**src/rtl/r2r_dac_sequencer.sv**
```systemverilog
// Waveform sequencer for the 4-bit R2R DAC ladder: ramp, triangle, square or
// direct level, stepped by a programmable divider and configured over a small register port.
module r2r_dac_sequencer #(
  parameter int DIV_W   = 8,
  parameter int SQ_HALF = 8
) (
  input  logic             clk,
  input  logic             n_rst,
  input  logic             cfg_we,
  input  logic [1:0]       cfg_addr,
  input  logic [7:0]       cfg_wdata,
  output logic [7:0]       cfg_rdata,
  output logic [3:0]       drive_bit,
  output logic             step_strobe,
  output logic [2:0]       dbg_state
);

  // Config port protocol: there is no valid/ready pair. cfg_we is a strobe that is
  // always accepted; each cycle with cfg_we=1 commits exactly one write on that edge.
  // cfg_rdata is a combinational view of the register selected by cfg_addr.

  localparam logic [1:0] ADDR_CTRL   = 2'd0;
  localparam logic [1:0] ADDR_DIV    = 2'd1;
  localparam logic [1:0] ADDR_LEVELS = 2'd2;
  localparam logic [1:0] ADDR_DIRECT = 2'd3;

  localparam logic [1:0] MODE_RAMP   = 2'd0;
  localparam logic [1:0] MODE_TRI    = 2'd1;
  localparam logic [1:0] MODE_SQUARE = 2'd2;
  localparam logic [1:0] MODE_DIRECT = 2'd3;

  localparam logic [7:0] SQ_LAST = 8'(SQ_HALF - 1);

  typedef enum logic [2:0] {
    S_IDLE   = 3'd0,
    S_RAMP   = 3'd1,
    S_TRI_UP = 3'd2,
    S_TRI_DN = 3'd3,
    S_SQ_HI  = 3'd4,
    S_SQ_LO  = 3'd5,
    S_DIRECT = 3'd6
  } state_t;

  state_t             state, state_nxt;
  logic [2:0]         ctrl;
  logic [DIV_W-1:0]   div;
  logic [7:0]         levels;
  logic [3:0]         direct;
  logic [DIV_W-1:0]   div_cnt, div_cnt_nxt;
  logic [7:0]         sq_cnt, sq_cnt_nxt;
  logic [3:0]         drive_nxt;
  logic               strobe_nxt;

  logic               wr_ctrl, wr_div, wr_levels, wr_direct;
  logic               restart, running, tick;
  logic [2:0]         eff_ctrl;
  logic [7:0]         eff_levels;
  logic [3:0]         eff_direct;
  logic [7:0]         div_rd;

  assign wr_ctrl   = cfg_we && (cfg_addr == ADDR_CTRL);
  assign wr_div    = cfg_we && (cfg_addr == ADDR_DIV);
  assign wr_levels = cfg_we && (cfg_addr == ADDR_LEVELS);
  assign wr_direct = cfg_we && (cfg_addr == ADDR_DIRECT);

  // Restart and level updates must use the value being written this cycle.
  assign eff_ctrl   = wr_ctrl   ? cfg_wdata[2:0] : ctrl;
  assign eff_levels = wr_levels ? cfg_wdata      : levels;
  assign eff_direct = wr_direct ? cfg_wdata[3:0] : direct;

  assign restart = wr_ctrl || wr_div;
  assign running = (state == S_RAMP)   || (state == S_TRI_UP) || (state == S_TRI_DN) ||
                   (state == S_SQ_HI)  || (state == S_SQ_LO);
  assign tick    = running && (div_cnt == div);

  assign dbg_state = state;

  always_comb begin
    div_rd            = '0;
    div_rd[DIV_W-1:0] = div;
  end

  always_comb begin
    cfg_rdata = '0;
    case (cfg_addr)
      ADDR_CTRL:   cfg_rdata = {5'b0, ctrl};
      ADDR_DIV:    cfg_rdata = div_rd;
      ADDR_LEVELS: cfg_rdata = levels;
      default:     cfg_rdata = {4'b0, direct};
    endcase
  end

  always_comb begin
    state_nxt   = state;
    drive_nxt   = drive_bit;
    strobe_nxt  = 1'b0;
    div_cnt_nxt = div_cnt;
    sq_cnt_nxt  = sq_cnt;

    if (restart) begin
      // A restart discards any tick in the same cycle.
      div_cnt_nxt = '0;
      sq_cnt_nxt  = '0;
      if (!eff_ctrl[0]) begin
        state_nxt = S_IDLE;
        drive_nxt = 4'd0;
      end else begin
        case (eff_ctrl[2:1])
          MODE_RAMP: begin
            state_nxt = S_RAMP;
            drive_nxt = 4'd0;
          end
          MODE_TRI: begin
            state_nxt = S_TRI_UP;
            drive_nxt = 4'd0;
          end
          MODE_SQUARE: begin
            state_nxt = S_SQ_HI;
            drive_nxt = eff_levels[7:4];
          end
          default: begin
            state_nxt = S_DIRECT;
            drive_nxt = eff_direct;
          end
        endcase
      end
    end else begin
      div_cnt_nxt = (!running || tick) ? '0 : div_cnt + 1'b1;
      case (state)
        S_RAMP: begin
          if (tick) begin
            drive_nxt  = drive_bit + 4'd1;
            strobe_nxt = 1'b1;
          end
        end
        S_TRI_UP: begin
          if (tick) begin
            strobe_nxt = 1'b1;
            if (drive_bit == 4'd15) begin
              state_nxt = S_TRI_DN;
              drive_nxt = 4'd14;
            end else begin
              drive_nxt = drive_bit + 4'd1;
            end
          end
        end
        S_TRI_DN: begin
          if (tick) begin
            strobe_nxt = 1'b1;
            if (drive_bit == 4'd0) begin
              state_nxt = S_TRI_UP;
              drive_nxt = 4'd1;
            end else begin
              drive_nxt = drive_bit - 4'd1;
            end
          end
        end
        S_SQ_HI: begin
          // Re-reading the level every cycle lets a LEVELS write land without restart.
          drive_nxt = eff_levels[7:4];
          if (tick) begin
            if (sq_cnt == SQ_LAST) begin
              state_nxt  = S_SQ_LO;
              drive_nxt  = eff_levels[3:0];
              sq_cnt_nxt = '0;
              strobe_nxt = 1'b1;
            end else begin
              sq_cnt_nxt = sq_cnt + 8'd1;
            end
          end
        end
        S_SQ_LO: begin
          drive_nxt = eff_levels[3:0];
          if (tick) begin
            if (sq_cnt == SQ_LAST) begin
              state_nxt  = S_SQ_HI;
              drive_nxt  = eff_levels[7:4];
              sq_cnt_nxt = '0;
              strobe_nxt = 1'b1;
            end else begin
              sq_cnt_nxt = sq_cnt + 8'd1;
            end
          end
        end
        S_DIRECT: drive_nxt = eff_direct;
        default:  drive_nxt = 4'd0;
      endcase
    end
  end

  always_ff @(posedge clk or posedge n_rst) begin
    if (n_rst) begin
      ctrl   <= '0;
      div    <= '0;
      levels <= '0;
      direct <= '0;
    end else if (cfg_we) begin
      case (cfg_addr)
        ADDR_CTRL:   ctrl   <= cfg_wdata[2:0];
        ADDR_DIV:    div    <= cfg_wdata[DIV_W-1:0];
        ADDR_LEVELS: levels <= cfg_wdata;
        default:     direct <= cfg_wdata[3:0];
      endcase
    end
  end

  always_ff @(posedge clk or posedge n_rst) begin
    if (n_rst) begin
      state       <= S_IDLE;
      drive_bit   <= '0;
      step_strobe <= 1'b0;
      div_cnt     <= '0;
      sq_cnt      <= '0;
    end else begin
      state       <= state_nxt;
      drive_bit   <= drive_nxt;
      step_strobe <= strobe_nxt;
      div_cnt     <= div_cnt_nxt;
      sq_cnt      <= sq_cnt_nxt;
    end
  end

endmodule

```
**config.mk**
```make
export PLATFORM = sky130hd
export DESIGN_NAME = r2r_dac_sequencer
export DESIGN_NICKNAME = d
export VERILOG_FILES = /design/src/rtl/r2r_dac_sequencer.sv
export SDC_FILE = /design/constraint.sdc
export NUM_CORES = 1
export LEC_CHECK = 0
export ABC_AREA = 1
export CORE_UTILIZATION = 50
export CTS_BUF_LIST = sky130_fd_sc_hd__clkbuf_4 sky130_fd_sc_hd__clkbuf_8
export CTS_CLUSTER_SIZE = 40
export DETAILED_ROUTE_END_ITERATION = 10
export GPL_ROUTABILITY_DRIVEN = 0
export HOLD_SLACK_MARGIN = 0.15
export PLACE_DENSITY = 0.68
export SYNTH_ARGS = -nofsm -noshare
export SYNTH_HDL_FRONTEND = slang
export SYNTH_SLANG_ARGS = --single-unit
```
**constraint.sdc**
```tcl
create_clock -name clk -period 2.5 [get_ports clk]
set_clock_uncertainty 0.15 [all_clocks]
set_input_delay 0.375 -clock clk [delete_from_list [all_inputs] [get_ports clk]]
set_output_delay 0.375 -clock clk [all_outputs]
set_load 0.005 [all_outputs]
```
==> impl_results.md <==
* Pre-CTS setup slack at -0.0800 ns
* Drt total wl at 7.55 mm
* Fmax at 430 MHz
* Post-DRT Antenna Nets at 0
* Antenna cells at 0
* Pin count of the biggest net entering global routing at 48
* DRC at 0
* # H-tree levels at 2
* Num CTS Buffers at 5
* Vias in the first global route at 2868
* Routed vias at 2999
* Startpoint Class: input port
* Final Hold Viols at 0
* CP delay by family, top: buffers and inverters
* CP Class: in2out
* Initial Util at 52.0%
* Critical-path cell list: dlygate4sd2_1 -> buf_4 -> nor2_4 -> inv_1 -> buf_4 -> o22ai_1 -> clkdlybuf4s50_1
* WP data required at 1.98 ns
* Row count at 28
* Overflow after GRT at 0
* Critical Path Fanout Max at 7
* Hold buffer count at cts at 0
* Die W at 80.7 µm
* Critical path buffers and inverters at 5
* Status: complete, no violations
* Final net count at 520
* Max-cap viol count at 0
* Worst Setup End Kind: output port
* Critical path's slowest cell: clkdlybuf4s50_1
* CTS tree: built
* Layout cells sized above 1 at 12.5%
* CP most frequent cell: buf_4
* Synth Warn # at 0
* Hold_ws at 0.353 ns
* Mapped Avg Cell Area at 6.81 µm²
* Period utilization at 93.1%
* P_leak at 1.87 nW
* First-pass GRT wire length at 12.9 mm
* CTS Sinks at 47
* Synthesized cell area at 3100 µm²
* Sequential area share after synthesis at 38.0%
* Initial antenna violation count at 0
* Worst-skew pair later-pin latency at 0.30 ns
* Setup violators final at 0
* Maximum VDD drop at 0.534 mV
* Post-Syn Instances at 455
* Mapped Nets at 472
* Tightest Pin Transition at 0.602 ns
* Boundary Pins at 29
* Clock buffer depth at 2
* Fin. max-slew vios at 0
* Power per cell area at 834 nW/µm²
* Min cycle time layout at 2.33 ns
* Total power at 3.09 mW
* Final setup margin at 0.172 ns
* Unrepaired setup endpoints after global routing: false
* Yosys cell types at 36
* Pre-antenna DRT Iters at 4
* Root buffer cell: clkbuf_8
* Area grow syn2layout at 19.7%
* GRT Total Usage at 26.2%
* Max-slew headroom at 59.9%
* Hold crit path type: reg2reg
* CTS clock-pin slew for the worst setup and hold paths at 0.09 ns
* DIE AREA at 6510 µm²
* CP max stage delay at 0.52 ns
* Initial drt markers at 144
* Critical path arrival at 1.80 ns
* Synthesis-stage register bit count at 47
* Die Y at 80.7 µm
* IO buf count at 28
* Number of vias per cell at 5.18
* Final HPWL DP at 5.87 mm
* DR WL/cell at 13.0 µm
* Core ar. at 5960 µm²
-- through the flow --
step                instances  util [%]  cell area, µm²  setup TNS, ns
finish                    579      62.2            3710              0
global route              579      62.2            3710              0
CTS                       579      62.2            3710              0
detailed placement        571      60.2            3580         -0.341
global placement          571      60.2            3580         -0.242
floorplan                 455         -            3100              0
-- timing repair --
item                       4_1_cts  5_1_grt
gates resized for setup          8        0
setup endpoints to repair        8        0
buffers inserted                 0        0
-- cell families after synthesis --
| logic type | Yosys count | synth area share (%) |
|---|---|---|
| buf+inv | 87 | 11.1 |
| fa+ha+maj | 4 | 1.62 |
| flops | 47 | 38.0 |
| compound gates | 61 | 11.9 |
| xor+xnor | 11 | 3.11 |
| simple gates | 245 | 34.3 |
-- synthesized netlist by cell type --
master	instances	area (µm²)
a211oi_1	1	7.51
a21boi_0	2	15.0
a21o_1	1	7.51
a21oi_1	13	65.1
a21oi_2	4	35.0
a22oi_1	1	7.51
and3_1	1	6.26
buf_2	3	15.0
buf_4	1	7.51
buf_6	1	11.3
clkbuf_1	3	11.3
dfrtp_1	47	1180
ha_1	4	50.1
inv_1	68	255
inv_2	10	37.5
inv_4	1	6.26
nand2_1	136	510
nand2_2	7	43.8
nand2_4	2	22.5
nand2_8	1	20.0
nand3_1	33	165
nand4_1	6	37.5
nor2_1	40	150
nor2_2	4	25.0
nor2_4	1	11.3
nor3_1	13	65.1
o2111ai_1	1	8.76
o21ai_0	16	80.1
o21ai_1	6	30.0
o21ai_2	2	17.5
o221ai_1	1	8.76
o22ai_1	10	62.6
o31ai_1	3	22.5
or2_1	1	6.26
xnor2_1	3	26.3
xor2_1	8	70.1
-- sequential cells by signal, summed over array words and instances (netlist names) --
signal / count
ctrl: 3
dbg_state: 3
direct: 4
div: 8
div_cnt: 8
drive_bit: 4
levels: 8
sq_cnt: 8
step_strobe: 1
-- worst reg2reg max path: stages, from the launching register on --
cell	delay (ns)
dfrtp_1	0.46
inv_1	0.09
nand3_1	0.12
o21ai_2	0.10
nor2_4	0.15
nand2_4	0.13
nand2_8	0.13
nand2_2	0.06
or2_1	0.35
nand2_2	0.11
inv_2	0.04
a21oi_2	0.13
-- power breakdown --
group / internal, mW / leakage [nW] / total [mW] / switching, mW
combinational: 0.575 / 1.23 / 1.38 / 0.809
clock: 0.324 / 0.0612 / 0.589 / 0.265
sequential: 0.927 / 0.579 / 1.12 / 0.191
total: 1.83 / 1.87 / 3.09 / 1.26
-- placed cells by master, fill, tap and decap left out, types with 7 or more instances in the layout --
master	Yosys	routed
xor2_1	8	8
o22ai_1	10	9
nand2_2	7	7
inv_1	68	67
buf_4	1	21
dfrtp_1	47	47
clkdlybuf4s50_1	0	23
o21ai_1	6	7
nand3_1	33	33
a21oi_1	13	13
nand2_1	136	136
inv_2	10	11
nor2_1	40	40
o21ai_0	16	15
nor3_1	13	13
-- layout make-up --
class | count | area (µm²)
multi-input cells | 321 | 1590
clock buffers | 6 | 82.6
repair buffers | 49 | 432
inverters | 79 | 299
well taps | 75 | 93.8
flip-flops and latches | 47 | 1180
fillers | 564 | 2250
clock inverters | 2 | 35.0
-- per-layer routing --
metal | routed length, µm | up-vias | GRT usage [%] | share of wire, %
met2 | 3670 | 65 | 45.0 | 49
li1 | - | 1533 | - | -
met1 | 3450 | 1386 | 32.4 | 46
met3 | 278 | 15 | 3.98 | 3.7
met5 | 0 | - | 0 | 0
met4 | 150 | 0 | 11.4 | 2.0
-- path summary, 6_finish.rpt --
kind | start | depth (start not counted) | slack, ns | endpoint
hold reg to reg | div_cnt[0] | 1 | 0.35 | div_cnt[0]
setup / recovery | cfg_addr[1] | 7 | 0.17 | cfg_rdata[4]
max in group asynchronous | n_rst | 3 | 1.41 | drive_bit[0]
setup reg to reg | dbg_state[1] | 11 | 0.42 | drive_bit[3]
min in group asynchronous | n_rst | 3 | 0.39 | div_cnt[6]
hold / removal | div_cnt[0] | 1 | 0.35 | div_cnt[0]
No activity file was read; power rests on OpenSTA's default activity.
